--- src/rtl/adc_scan_hyst.sv ---
// Round-robin scanner for an 8-input 12-bit SPI ADC with per-channel hysteresis flags.
// Each frame addresses the next enabled channel and returns the channel addressed in the frame before.
module adc_scan_hyst #(
  parameter int CLK_HZ      = 25000000,
  parameter int SCLK_HZ     = 5000000,
  parameter int N_CH        = 4,
  parameter int CYCLE_PAUSE = 30
) (
  input  logic               clk,
  input  logic               rst,
  input  logic               en,
  input  logic [N_CH-1:0]    ch_mask,
  input  logic [N_CH*12-1:0] th_high,
  input  logic [N_CH*12-1:0] th_low,
  input  logic               spi_miso,
  output logic               spi_mosi,
  output logic               spi_sclk,
  output logic               spi_csn,
  output logic               sample_valid,
  output logic [2:0]         sample_ch,
  output logic [11:0]        sample_data,
  output logic [N_CH*12-1:0] data_all,
  output logic [N_CH-1:0]    above,
  output logic               scan_done
);

  localparam int DATA_W   = 12;
  localparam int HALF_RAW = CLK_HZ / (2 * SCLK_HZ);
  localparam int HALF     = (HALF_RAW < 1) ? 1 : HALF_RAW;
  localparam int HCW      = (HALF > 1) ? $clog2(HALF) : 1;
  localparam int PCW      = $clog2(CYCLE_PAUSE + 1);

  typedef enum logic [1:0] {IDLE, FRAME, UPDATE, PAUSE} state_t;

  state_t            state;
  logic [HCW-1:0]    hcnt;
  logic [3:0]        bcnt;
  logic [PCW-1:0]    pcnt;
  logic [2:0]        cur_ch;
  logic [2:0]        frame_ch;
  logic              prev_valid;
  logic [N_CH-1:0]   mask_q;
  logic [14:0]       din_sh;
  logic [DATA_W-1:0] rx;
  logic [2:0]        nxt_ch;
  logic              start;

  // Nearest set bit strictly after cur, wrapping; a lone enabled channel returns itself.
  function automatic logic [2:0] next_after(input logic [2:0] cur, input logic [N_CH-1:0] m);
    logic [2:0] r;
    int best;
    int d;
    r    = cur;
    best = N_CH + 1;
    for (int i = 0; i < N_CH; i++) begin
      d = (i - int'(cur) + N_CH) % N_CH;
      if (d == 0) d = N_CH;
      if (m[i] && d < best) begin
        best = d;
        r    = 3'(i);
      end
    end
    return r;
  endfunction

  function automatic logic [2:0] top_ch(input logic [N_CH-1:0] m);
    logic [2:0] r;
    r = '0;
    for (int i = 0; i < N_CH; i++)
      if (m[i]) r = 3'(i);
    return r;
  endfunction

  // High threshold checked first so an inverted threshold pair still resolves.
  function automatic logic hyst(input logic [DATA_W-1:0] d, input logic [DATA_W-1:0] hi,
                                input logic [DATA_W-1:0] lo, input logic cur);
    if (d >= hi) return 1'b1;
    if (d <= lo) return 1'b0;
    return cur;
  endfunction

  assign nxt_ch = next_after(cur_ch, ch_mask);
  assign start  = en && (ch_mask != '0) &&
                  ((state == IDLE) || (state == PAUSE && pcnt == PCW'(CYCLE_PAUSE)));

  always_ff @(posedge clk) begin
    if (rst) begin
      state        <= IDLE;
      spi_csn      <= 1'b1;
      spi_sclk     <= 1'b1;
      spi_mosi     <= 1'b0;
      sample_valid <= 1'b0;
      sample_ch    <= '0;
      sample_data  <= '0;
      data_all     <= '0;
      above        <= '0;
      scan_done    <= 1'b0;
      prev_valid   <= 1'b0;
      cur_ch       <= '0;
      hcnt         <= '0;
      bcnt         <= '0;
      pcnt         <= '0;
    end else begin
      sample_valid <= 1'b0;
      scan_done    <= 1'b0;
      if (start) begin
        state    <= FRAME;
        spi_csn  <= 1'b0;
        spi_sclk <= 1'b0;
        spi_mosi <= 1'b0;
        din_sh   <= {1'b0, nxt_ch, 11'b0};
        mask_q   <= ch_mask;
        frame_ch <= nxt_ch;
        hcnt     <= '0;
        bcnt     <= '0;
      end else begin
        case (state)
          IDLE: prev_valid <= 1'b0;
          FRAME: begin
            if (hcnt != HCW'(HALF - 1)) begin
              hcnt <= hcnt + 1'b1;
            end else begin
              hcnt <= '0;
              if (!spi_sclk) begin
                spi_sclk <= 1'b1;
                rx       <= {rx[DATA_W-2:0], spi_miso};
                if (bcnt == 4'd15) state <= UPDATE;
              end else begin
                spi_sclk <= 1'b0;
                spi_mosi <= din_sh[14];
                din_sh   <= {din_sh[13:0], 1'b0};
                bcnt     <= bcnt + 1'b1;
              end
            end
          end
          // Publish stage: the captured word belongs to the channel addressed last frame.
          UPDATE: begin
            spi_csn <= 1'b1;
            pcnt    <= '0;
            state   <= PAUSE;
            if (prev_valid) begin
              sample_valid <= 1'b1;
              sample_ch    <= cur_ch;
              sample_data  <= rx;
              scan_done    <= (cur_ch == top_ch(mask_q));
              for (int i = 0; i < N_CH; i++) begin
                if (cur_ch == 3'(i)) begin
                  data_all[12*i +: 12] <= rx;
                  above[i] <= hyst(rx, th_high[12*i +: 12], th_low[12*i +: 12], above[i]);
                end
              end
            end
            prev_valid <= 1'b1;
            cur_ch     <= frame_ch;
          end
          PAUSE: begin
            if (pcnt == PCW'(CYCLE_PAUSE)) begin
              state      <= IDLE;
              prev_valid <= 1'b0;
            end else begin
              pcnt <= pcnt + 1'b1;
            end
          end
          default: state <= IDLE;
        endcase
      end
    end
  end

endmodule
--- config.mk ---
export PLATFORM = sky130hd
export DESIGN_NAME = adc_scan_hyst
export DESIGN_NICKNAME = d
export VERILOG_FILES = /design/src/rtl/adc_scan_hyst.sv
export SDC_FILE = /design/constraint.sdc
export NUM_CORES = 1
export LEC_CHECK = 0
export ABC_AREA = 1
export CORE_UTILIZATION = 55
export CTS_BUF_LIST = sky130_fd_sc_hd__clkbuf_8
export DETAILED_ROUTE_END_ITERATION = 8
export PLACE_DENSITY = 0.95
export SLEW_MARGIN = 30
export SYNTH_ARGS = -nofsm -noshare
export SYNTH_HDL_FRONTEND = slang
export SYNTH_SLANG_ARGS = --single-unit
--- constraint.sdc ---
create_clock -name clk -period 8.8 [get_ports clk]
set_clock_uncertainty 0.05 [all_clocks]
set_input_delay 2.2 -clock clk [delete_from_list [all_inputs] [get_ports clk]]
set_output_delay 2.2 -clock clk [all_outputs]
set_load 0.1 [all_outputs]
### Word-level counts from Yosys, hierarchy flattened

Index checks and enable logic that the tools add are counted.

| word-level totals | value |
|---|---|
| ROM bits | 0 |
| output and inout port bits | 72 |
| memories kept | 0 |
| bits in writable memories | 0 |
| logic and storage cells | 238 |
| bits of input ports | 104 |
| register bits after elaboration | 122 |
| bits in latches | 0 |

| cells by class | value |
|---|---|
| eq/ne operators | 18 |
| order comparisons | 12 |
| bitwise operators | 9 |
| add/subtract/negate cells | 11 |
| $mul | 0 |
| reductions and logical operators | 53 |
| shift operators | 0 |
| divide/modulo/power cells | 0 |
| multiplexer cells | 108 |

Operators by type and width:

| operator | count |
|---|---|
| $mux 32 | 7 |
| $logic_not 32->1 | 4 |
| $lt 32x32->1 | 3 |
| $mux 1 | 79 |
| $ge 12x12->1 | 4 |
| $le 12x12->1 | 4 |
| $mux 15 | 3 |
| $reduce_and 5->1 | 7 |
| $lt 32x4->1 const B | 1 |
| $mux 3 | 10 |
| $add 4x4->5 const B | 4 |
| $reduce_and 4->1 | 5 |
| $reduce_bool 2->1 | 9 |
| $mux 14 | 1 |
| $reduce_and 3->1 | 4 |
| $pmux 5 s2 | 1 |
| $reduce_or 2->1 | 5 |
| $ne 3x3->1 const B | 3 |
| $mux 2 | 4 |
| $ne 2x2->1 const B | 4 |
| $reduce_bool 4->1 | 2 |
| $sub 1x3->4 const A | 2 |
| $sub 2x3->4 const A | 2 |
| $logic_and 1x1->1 | 7 |
| 24 further kinds | 36 |

### Longest topological paths before layout

| depth | value |
|---|---|
| depth after elaboration | 19 |
| gate-level depth with buffers | 31 |

### Worst setup path before layout

Ideal clock, no wire load.

| timing | value |
|---|---|
| kind | input port to flip-flop |
| from | input ch_mask[0] |
| to | register din_sh[12], data pin |
| setup time | 0.252 ns |
| setup slack | 3.868 ns |
| cell stages on the path | 27 |
| arrival time | 4.629 ns |
| path buffers | 0 |
| cell sequence | inv_1 nor2_1 nand2_1 ha_1 inv_1 nor2_1 nand2_1 nand2_1 nand2_2 nand2_1 o21ai_0 ha_1 inv_1 nor3_1 nand2_1 nand2_2 nand2_4 nand2_1 o21ai_0 ha_1 nand2_1 nand2_1 nand2_1 nand2_2 nand2_2 nand2_1 nand2_1 |

| between the ends | value |
|---|---|
| longest elaborated chain between the ends | 12 |
| elaborated cells on any way between the ends | 18 |
| those cells by class | 3 x order compare; 8 x mux; 7 x reduce/logical |

RTL lines:

| element | line | text |
|---|---|---|
| start: declaration | 12 | `input logic [N_CH-1:0] ch_mask,` |
| $logic_and 1x1->1 (*) | 58 | `if (m[i] && d < best) begin` |
| $mux 32 | 58 |  |
| $lt 32x32->1 | 58 |  |
| $logic_and 1x1->1 | 58 |  |
| $mux 32 | 58 |  |
| $lt 32x32->1 | 58 |  |
| $logic_and 1x1->1 | 58 |  |
| $mux 32 | 58 |  |
| $lt 32x32->1 | 58 |  |
| $logic_and 1x1->1 | 58 |  |
| $mux 3 (*) | 58 |  |
| via nxt_ch[1] | 45 | `logic [2:0] nxt_ch;` |
| $mux 14 (*) | 106 | `if (start) begin` |
| end signal: assignment | 111 | `din_sh <= {1'b0, nxt_ch, 11'b0};` |
| end signal: assignment | 131 | `din_sh <= {din_sh[13:0], 1'b0};` |
| end: declaration | 43 | `logic [14:0] din_sh;` |

The timed path passes the listed nets; every way through them passes the cells marked *.
A chain may end at the register's enable or synchronous reset.

### Final worst setup path

Same ends and word-level chain as after synthesis.

==> results by group <==
Setup path
  • Critical path capture point type: flop
  • Crit path arrival time: around 5.7 ns
  • Worst Setup EP: din_sh[12]
  • WS Path Type: in -> reg
  • Worst r2r path cells: 29
  • Worst flop-to-flop path endpoint: din_sh[12]
  • Crit Path Max Fanout: 10
  • R2R setup slack: 4.16 ns
  • Critical R2R Launch: cur_ch[1]
  • Critical path startpoint: ch_mask[0]
  • Startpoint types: input port
  • Data required, critical path: roughly 8.9 ns

Floorplanning
  • Core Region: 12,100 µm²
  • Full die area: ~13,000 µm²
  • Top Ports: around 180
  • Die height: 114 µm
  • DIE WIDTH: between 100 and 150 µm
  • Row count: 40
  • Initial Utilization: between 50% and 60%

Detailed routing
  • DR vias: roughly 6,600
  • Drt first pass iters: 5
  • Routed WL: ~19 mm
  • Antenna viol nets, final: 0
  • Iteration-0 DRC Markers: between 500 and 600
  • DRC violations left: 0
  • Via density: 5.40
  • Avg WL per Cell: ~15 µm

Timing
  • Final WS setup: 3.24 ns
  • Max Slew Vio Count: 0
  • Final min period: about 5.6 ns
  • RSZ-0062 raised after global routing: false
  • Actual slew at the worst max-slew pin: about 1.1 ns
  • Setup TNS Final: 0 ns
  • Final count of hold timing violations: 0
  • Worst relative slew slack: approximately 29%
  • Final setup viols: 0
  • Max Clock Freq: ~180 MHz
  • Fin crit share: between 60% and 70%

Power and ir drop
  • Leak: a little over 4 nW
  • Peak supply drop: between 0.07 and 0.08 mV
  • Power per cell area: ~130 nW/µm²

Logic synthesis
  • Async SR Flop Fraction: 0%
  • Seq/Total Area, Yosys: a little over a third
  • Library cells used by synthesis: 44
  • Syn avg cell area: 7.90 µm²
  • Post-synth EDFFs: 22
  • Post-synthesis register bit count: between 100 and 150
  • Synth warnings: 0
  • Cells after synthesis: roughly 880
  • Synth top area cells: dfxtp_1, ha_1, edfxtp_1
  • Synth top area share: 25.5%
  • Leading area contributor after synthesis: dfxtp_1
  • Top FF cell, synth: dfxtp_1
  • Syn Std Cell Area: approximately 6900 µm²
  • Syn nets: around 1,100

Global routing
  • Vias in the first global route: approximately 6,400
  • GRT overflow: 0
  • Largest net degree at the start of global routing: 44
  • Initial antenna violation count: 0
  • First-pass GRT wire length: 30.2 mm
  • Gr usage total: 29.8%

Clocking
  • Later-pin clock latency in the skew report: ~0.38 ns
  • Post-cts resize count: 0
  • Postcts setup bufs: 0
  • CTS Buf Count: 9
  • Root Buffer: clkbuf_8
  • Max Buffers Root-to-Sink: 2
  • H-tree levels: 3
  • Num Clock Sinks: 110
  • Worst-path clk slew: 0.10 ns
  • Post-CTS Hold Buffers: 0
  • TritonCTS clock tree: done

Layout
  • NumNets Final: approximately 1,300
  • Synth-to-Final Area Change: 30.1%
  • Most frequent cells in the layout: clkdlybuf4s50_1, nand2_1, inv_1, ha_1, a21oi_1
  • Number of diodes: 0
  • Layout cells sized above 1: under 10%
  • Commonest non-fill, non-tap cell in the layout: clkdlybuf4s50_1
  • Filler cells: approximately 900

Placed design
  • Final GP Congestion: approximately 0.86
  • Hpwl dp: 14.0 mm
  • Number of port buffers: approximately 180
  • Pre-CTS setup slack: between 2 and 3 ns

Outcome
  • Outcome: complete, no violations

Run
  • Max cap viols: 0

Hold path
  • Hold WC Path Type: reg -> reg
[critical path, stage by stage]
cell and delay [ns]:
clkdlybuf4s50_1 0.58, inv_1 0.14, nor2_1 0.11, nand2_1 0.08, ha_1 0.33, inv_1 0.04
nor2_1 0.08, nand2_1 0.05, nand2_1 0.09, nand2_2 0.13, nand2_1 0.09, o21ai_0 0.14
ha_1 0.31, inv_1 0.04, nor3_1 0.12, nand2_1 0.08, nand2_2 0.08, nand2_4 0.08
nand2_1 0.06, o21ai_0 0.08, ha_1 0.28, nand2_1 0.05, nand2_1 0.05, nand2_1 0.08
nand2_2 0.10, nand2_2 0.06, nand2_1 0.06, nand2_1 0.05
[sequential cells by signal, summed over array words and instances (netlist names)]
name	cells
prev_valid	1
data_all	48
pcnt	5
hcnt	1
scan_done	1
din_sh	4
sample_valid	1
frame_ch	3
sample_data	12
mask_q	3
state	2
spi_mosi	1
cur_ch	3
above	4
rx	12
spi_sclk	1
sample_ch	3
spi_csn	1
bcnt	4
[worst min path at each step]
| stage | to | from | cells past startpoint | slack [ns] |
|---|---|---|---|---|
| after floorplan | rx[1] | rx[0] | 0 | 0.40 |
| after global placement | data_all[4] | data_all[4] | 2 | 0.40 |
| after detailed placement | data_all[38] | data_all[38] | 2 | 0.40 |
| after CTS | spi_mosi | spi_mosi | 2 | 0.42 |
| after global routing | spi_mosi | spi_mosi | 2 | 0.44 |
| final | spi_mosi | spi_mosi | 2 | 0.42 |
[metrics by stage]
| stage | util [%] | power (W) | instances | area (µm²) | hold slack [ns] |
|---|---|---|---|---|---|
| after floorplan | - | 0.000760 | 876 | 6920 | 0.400 |
| after global placement | 72.7 | 0.000850 | 1203 | 8810 | 0.401 |
| after detailed placement | 72.7 | 0.000861 | 1203 | 8800 | 0.405 |
| after CTS | 74.3 | 0.00116 | 1219 | 9000 | 0.419 |
| after global routing | 74.3 | 0.00122 | 1219 | 9000 | 0.439 |
| final | 74.3 | 0.00116 | 1219 | 9000 | 0.420 |
[layer usage]
layer,part of all wire (%),vias up,GRT usage [%]
met4,4.0,0,13.2
met1,42,3007,35.9
met5,0,-,0
li1,-,3265,-
met2,48,251,52.1
met3,6.0,55,5.24
[where the power goes]
group	internal (W)	switching (W)	leakage [nW]
Sequential	0.000532	0.0000182	0.911
Clock	0.000133	0.000175	0.101
Combinational	0.000122	0.000180	3.05
Total	0.000787	0.000373	4.06
[synthesized netlist by cell type, types with 2 or more instances]
master	number
a211oi_1	10
a21boi_0	3
a21o_1	3
a21oi_1	98
a31oi_1	8
buf_2	3
buf_6	2
clkbuf_1	11
dfxtp_1	88
edfxtp_1	22
ha_1	117
inv_1	140
inv_2	5
inv_6	2
nand2_1	144
nand2_2	4
nand2_4	3
nand3_1	17
nand3_4	2
nand4_1	12
nor2_1	77
nor3_1	6
nor3_4	2
nor3b_1	3
o211ai_1	5
o21a_1	3
o21ai_0	56
o21ai_1	6
o21bai_1	3
o221ai_1	2
o41ai_1	3
or2_2	3
xor2_1	2
[final cells by class]
class / instances / area, µm² / share of cell area, %
clock buffers: 9 / 124 / 1.38
clock inverters: 7 / 72.6 / 0.807
inverters: 148 / 566 / 6.29
multi-input cells: 600 / 3850 / 42.7
flip-flops and latches: 110 / 2420 / 26.9
well taps: 168 / 210 / 2.34
repair buffers: 177 / 1760 / 19.5
[cell families after synthesis]
family / after synthesis / share of synthesized area (%)
AOI/OAI and AO/OA: 202 / 16.2
xor gates and xnor gates: 2 / 0.253
adders and majority gates: 117 / 21.2
buffers and inverters: 166 / 9.48
DFF: 110 / 35.0
and+or+nand+nor: 279 / 17.9
No activity file was read; power rests on OpenSTA's default activity.
